--- config.mk ---
export PLATFORM = sky130hd
export DESIGN_NAME = tri_project_sequencer
export DESIGN_NICKNAME = d
export VERILOG_FILES = /design/src/rtl/tri_project_sequencer.sv
export SDC_FILE = /design/constraint.sdc
export NUM_CORES = 1
export LEC_CHECK = 0
export ABC_AREA = 0
export CORE_UTILIZATION = 40
export DETAILED_ROUTE_END_ITERATION = 12
export PLACE_DENSITY_LB_ADDON = 0.3
export SLEW_MARGIN = 40
export SYNTH_ARGS = -nofsm -noshare
export SYNTH_HDL_FRONTEND = slang
export SYNTH_SLANG_ARGS = --single-unit
--- constraint.sdc ---
create_clock -name clk -period 2.6 [get_ports clk]
set_clock_uncertainty 0.2 [all_clocks]
set_input_delay 0.65 -clock clk [delete_from_list [all_inputs] [get_ports clk]]
set_output_delay 0.65 -clock clk [all_outputs]
set_load 0.01 [all_outputs]
--- src/rtl/tri_project_sequencer.sv ---
// Perspective-projection sequencer: time-multiplexes one shared multiplier over a triangle's x/y.
// Optional macro TRI_PROJECT_SAT_EN saturates projected coordinates instead of truncating them.
module tri_project_sequencer #(
  parameter int COORD_W     = 11,
  parameter int PROD_W      = 24,
  parameter int MUL_LATENCY = 3,
  parameter int FRAC        = 4
) (
  input  logic                             clk,
  input  logic                             rst,
  input  logic [COORD_W-1:0]               near_clip,
  input  logic                             in_valid,
  output logic                             in_ready,
  input  logic [2:0][2:0][COORD_W-1:0]     in_tri,
  output logic                             mul_a_valid,
  output logic signed [COORD_W:0]          mul_a,
  output logic signed [COORD_W:0]          mul_b,
  input  logic                             mul_res_valid,
  input  logic signed [PROD_W-1:0]         mul_res,
  output logic                             out_valid,
  input  logic                             out_ready,
  output logic [2:0][2:0][COORD_W-1:0]     out_tri,
  output logic                             busy
);

  localparam int FL_W = (MUL_LATENCY > 1) ? $clog2(MUL_LATENCY) : 1;

  typedef enum logic [2:0] {
    FLUSH  = 3'd0,
    IDLE   = 3'd1,
    ISSUE  = 3'd2,
    DRAIN  = 3'd3,
    OUTPUT = 3'd4
  } state_t;

  state_t                          state_q, state_d;
  logic [FL_W-1:0]                 flush_q, flush_d;
  logic [2:0]                      issue_q, issue_d;
  logic [2:0]                      res_cnt_q, res_cnt_d;
  logic [2:0][2:0][COORD_W-1:0]    tri_q;
  logic [COORD_W-1:0]              near_q;
  logic [5:0][COORD_W-1:0]         res_q;

  logic                            hs, cap;
  logic signed [PROD_W:0]          neg_s, shf_s;
  logic [COORD_W-1:0]              res_val;
  logic [7:0][COORD_W-1:0]         ops;

  // Product negation and fixed-point rescale, one extra bit so -(-2^(PROD_W-1)) is representable.
  always_comb begin
    neg_s = -{mul_res[PROD_W-1], mul_res};
    shf_s = neg_s >>> FRAC;
`ifdef TRI_PROJECT_SAT_EN
    if (shf_s > $signed({{(PROD_W+2-COORD_W){1'b0}}, {(COORD_W-1){1'b1}}}))
      res_val = {1'b0, {(COORD_W-1){1'b1}}};
    else if (shf_s < $signed({{(PROD_W+2-COORD_W){1'b1}}, {(COORD_W-1){1'b0}}}))
      res_val = {1'b1, {(COORD_W-1){1'b0}}};
    else
      res_val = COORD_W'(shf_s);
`else
    res_val = COORD_W'(shf_s);
`endif
  end

  // Operand order v0x, v0y, v1x, v1y, v2x, v2y; entries 6/7 never issue.
  always_comb begin
    ops = '0;
    for (int v = 0; v < 3; v++) begin
      ops[2*v]   = tri_q[v][0];
      ops[2*v+1] = tri_q[v][1];
    end
  end

  assign mul_a = {1'b0, ops[issue_q]};
  assign mul_b = {1'b0, near_q};

  always_comb begin
    state_d     = state_q;
    flush_d     = flush_q;
    issue_d     = issue_q;
    res_cnt_d   = res_cnt_q;
    in_ready    = 1'b0;
    mul_a_valid = 1'b0;
    out_valid   = 1'b0;
    busy        = 1'b1;
    hs          = 1'b0;
    cap         = mul_res_valid && (state_q == ISSUE || state_q == DRAIN) && (res_cnt_q != 3'd6);
    if (cap) res_cnt_d = res_cnt_q + 3'd1;
    case (state_q)
      FLUSH: begin
        flush_d = flush_q + 1'b1;
        if (flush_q == FL_W'(MUL_LATENCY-1)) begin
          state_d = IDLE;
          flush_d = '0;
        end
      end
      IDLE: begin
        busy     = 1'b0;
        in_ready = 1'b1;
        if (in_valid) begin
          hs        = 1'b1;
          issue_d   = '0;
          res_cnt_d = '0;
          state_d   = ISSUE;
        end
      end
      ISSUE: begin
        mul_a_valid = 1'b1;
        issue_d     = issue_q + 3'd1;
        if (issue_q == 3'd5) state_d = DRAIN;
      end
      // Counting the capture of this cycle lets the last result and OUTPUT share one edge.
      DRAIN: if (res_cnt_d == 3'd6) state_d = OUTPUT;
      OUTPUT: begin
        out_valid = 1'b1;
        if (out_ready) state_d = IDLE;
      end
      default: state_d = FLUSH;
    endcase
  end

  always_ff @(posedge clk or negedge rst) begin
    if (!rst) begin
      state_q   <= FLUSH;
      flush_q   <= '0;
      issue_q   <= '0;
      res_cnt_q <= '0;
      tri_q     <= '0;
      near_q    <= '0;
      res_q     <= '0;
    end else begin
      state_q   <= state_d;
      flush_q   <= flush_d;
      issue_q   <= issue_d;
      res_cnt_q <= res_cnt_d;
      if (hs) begin
        tri_q  <= in_tri;
        near_q <= near_clip;
      end
      if (cap) res_q[res_cnt_q] <= res_val;
    end
  end

  for (genvar v = 0; v < 3; v++) begin : g_out
    assign out_tri[v][0] = res_q[2*v];
    assign out_tri[v][1] = res_q[2*v+1];
    assign out_tri[v][2] = tri_q[v][2];
  end

endmodule

==> run metrics <==
Final period util=105%; crit-path max FO=7; Root Driver=clkbuf_16; DP HPWL=13.9 mm; violated checks=setup timing; layout cells sized above 1=27.7%; asr flop ratio synth=100%; CTS Hold Bufs=0; Critical Path Start=issue_q[0]; Finish-stage setup viols=11; Final Wtd Congestion=0.814; Area Growth Syn to Fin=49.6%; vias in the first global route=5783; Syn Inst Count=607; die height=142 µm; largest net degree at the start of global routing=60; status=finished, violations left; WS Path Type=reg -> out; first-pass GRT wire length=30.6 mm; placed insts=1127; Final Max Tran Viols=0; Final Hold Fails=0; Mapped Area=7830 µm²; main combinational cell family by area after synthesis=multiplexers; Simple-Gate Fraction of Synth Area=7.25%; maximum vdd drop=0.509 mV; Placed Area=11000 µm²; Slew @ Worst Pin=550 ps; IO Pins=266; antenna viol nets, final=0; PwrDens=1190 nW/µm²; count of flip-flops with a built-in enable after synthesis=0; Unique masters post-synth=47; synth top area cells=dfrtp_1 60%, mux2_2 16%, nand2_1 3.5%; Synth Area in Compound Gates=7.84%; GRT Overall Usage=19.7%; CP delay by family, top=multiplexers; starting density of the core=41.3%; initial antenna violation count=0; FF-to-FF Start=res_cnt_q[0]; Tmin final=2730 ps; # rows=50; cells along the critical path=buf_12 -> buf_12 -> mux4_2 -> inv_2 -> o22ai_2 -> buf_6; Die X=142 µm; Syn. warnings=0; # DRC=0; drt pass-1 iters=4; grt total ovfl=0; post-synthesis xor/xnor area fraction=0.559%; via count=5763; syn avg cell area=12.9 µm²; clock insertion delay at the later pin of the skew report=430 ps; unrepaired setup endpoints after global routing=yes; leading area contributor after synthesis=dfrtp_1; Worst Path Buf+Inv=4; Post-Synth Adder-Cell Area=0.639%; CP Launch Type=register; Synth top area share=59.7%; crit path DAT=1880 ps; max-cap viol count=0; post-synthesis sequential area ratio=59.7%; First DRT Iteration DRCs=236; Top cell by count, worst path=buf_12; most common cell after layout, fill and taps aside=clkdlybuf4s50_1; most frequent cells in the layout=232 x clkdlybuf4s50_1, 187 x dfrtp_1, 112 x mux2_2; # diodes=0; Core Footprint=19000 µm²; Main synth FF type=dfrtp_1; total routed wirelength=19.4 mm; #FFs+latches synth=187; Die ar.=20100 µm²; Worst Path Required=1750 ps; wire per inst=16.6 µm; CTS tree=yes; fmax=0.366 GHz; worst hold slack=3.25 ps; post-synthesis mux area share=20.8%; Vias per Instance=4.95; Lkg Pwr=5.03 nW; Critical Path Sink Type=output port; Clock transition at path regs=70 ps; Critical-path top delay cell=mux4_2; type of the tightest min-delay check=in -> async; relative max-transition margin=63.4%; H-Tree Depth=4; Non-Filler Instances=1165; clock sinks=187; Crit path largest cell delay=500 ps; fin nets=1036; CTS Buffer Depth=2; worst setup margin=-132 ps; Design Area, Final=11700 µm²; input/output buffers=254; TritonCTS Buffers=17
[flip-flops by register name, indices dropped and copies added, names as in the netlist]
register   count
flush_q        2
res_cnt_q      3
state_q        3
near_q        11
out_tri       99
issue_q        3
ops           66
[where the power goes]
group / total, W / internal, W / leakage (nW) / switching, W
Sequential: 0.00510 / 0.00432 / 2.29 / 0.000778
Clock: 0.00259 / 0.00136 / 0.277 / 0.00123
Combinational: 0.00629 / 0.00374 / 2.47 / 0.00255
[layout make-up]
cell class	instances	area (µm²)
clock buffers	17	425
repair buffers	307	3070
multi-input cells	362	3000
flip-flops and latches	187	4680
clock inverters	14	155
fillers	1498	7240
well taps	260	325
inverters	18	67.6
[through the flow]
stage	TNS (ps)	util [%]	setup WS, ps	total power (W)
final	-1010	61.8	-132	0.0140
after global routing	-1980	61.8	-220	0.0148
after CTS	-1390	61.4	-173	0.0139
after detailed placement	-18080	58.2	-537	0.0113
after global placement	-16020	58.2	-466	0.0112
after floorplan	-2000	-	-163	0.00803
[worst paths after layout]
| path | to | slack (ps) | cells past startpoint |
|---|---|---|---|
| max in group asynchronous | ops[18] | 1520 | 2 |
| max reg2reg | out_tri[76] | 470 | 6 |
| min reg2reg | out_tri[87] | 280 | 2 |
| max | mul_a[2] | -130 | 6 |
| min | out_tri[81] | 3 | 1 |
| min in group clk | out_tri[87] | 280 | 2 |
[Yosys cell counts (all sizes together), types with 7 or more instances]
library cell  number
mux4              11
o22ai             13
dfrtp            187
mux2i             12
nor2               7
o31ai             25
clkbuf            34
o21ai             50
inv               18
buf                7
nand2             74
mux2             112
[logic make-up after synthesis]
group / Yosys count
xor gates and xnor gates: 5
other: 1
AOI/OAI and AO/OA: 99
DFF: 187
buffers and inverters: 59
and+or+nand+nor: 117
adders and majority gates: 4
muxes: 135
[worst register-to-register path, delay by kind of cell (launching register included)]
kind | cells | cell delay (ps)
compound gates | 1 | 250
fa+ha+maj | 1 | 220
flops | 1 | 480
simple gates | 2 | 550
buf+inv | 2 | 330
[layer usage]
metal	wire length [µm]	track usage (%)
met3	1590	6.86
met1	8460	25.6
met2	9090	31.1
met4	246	6.11
met5	0	0
[timing repair]
item                       in CTS  in global routing
pin swaps                       5                  2
buffers inserted                6                  1
setup endpoints to repair      30                 14
hold endpoints to repair        0                  0
resized for setup              64                 24
Power figures use the tool's default switching activity.
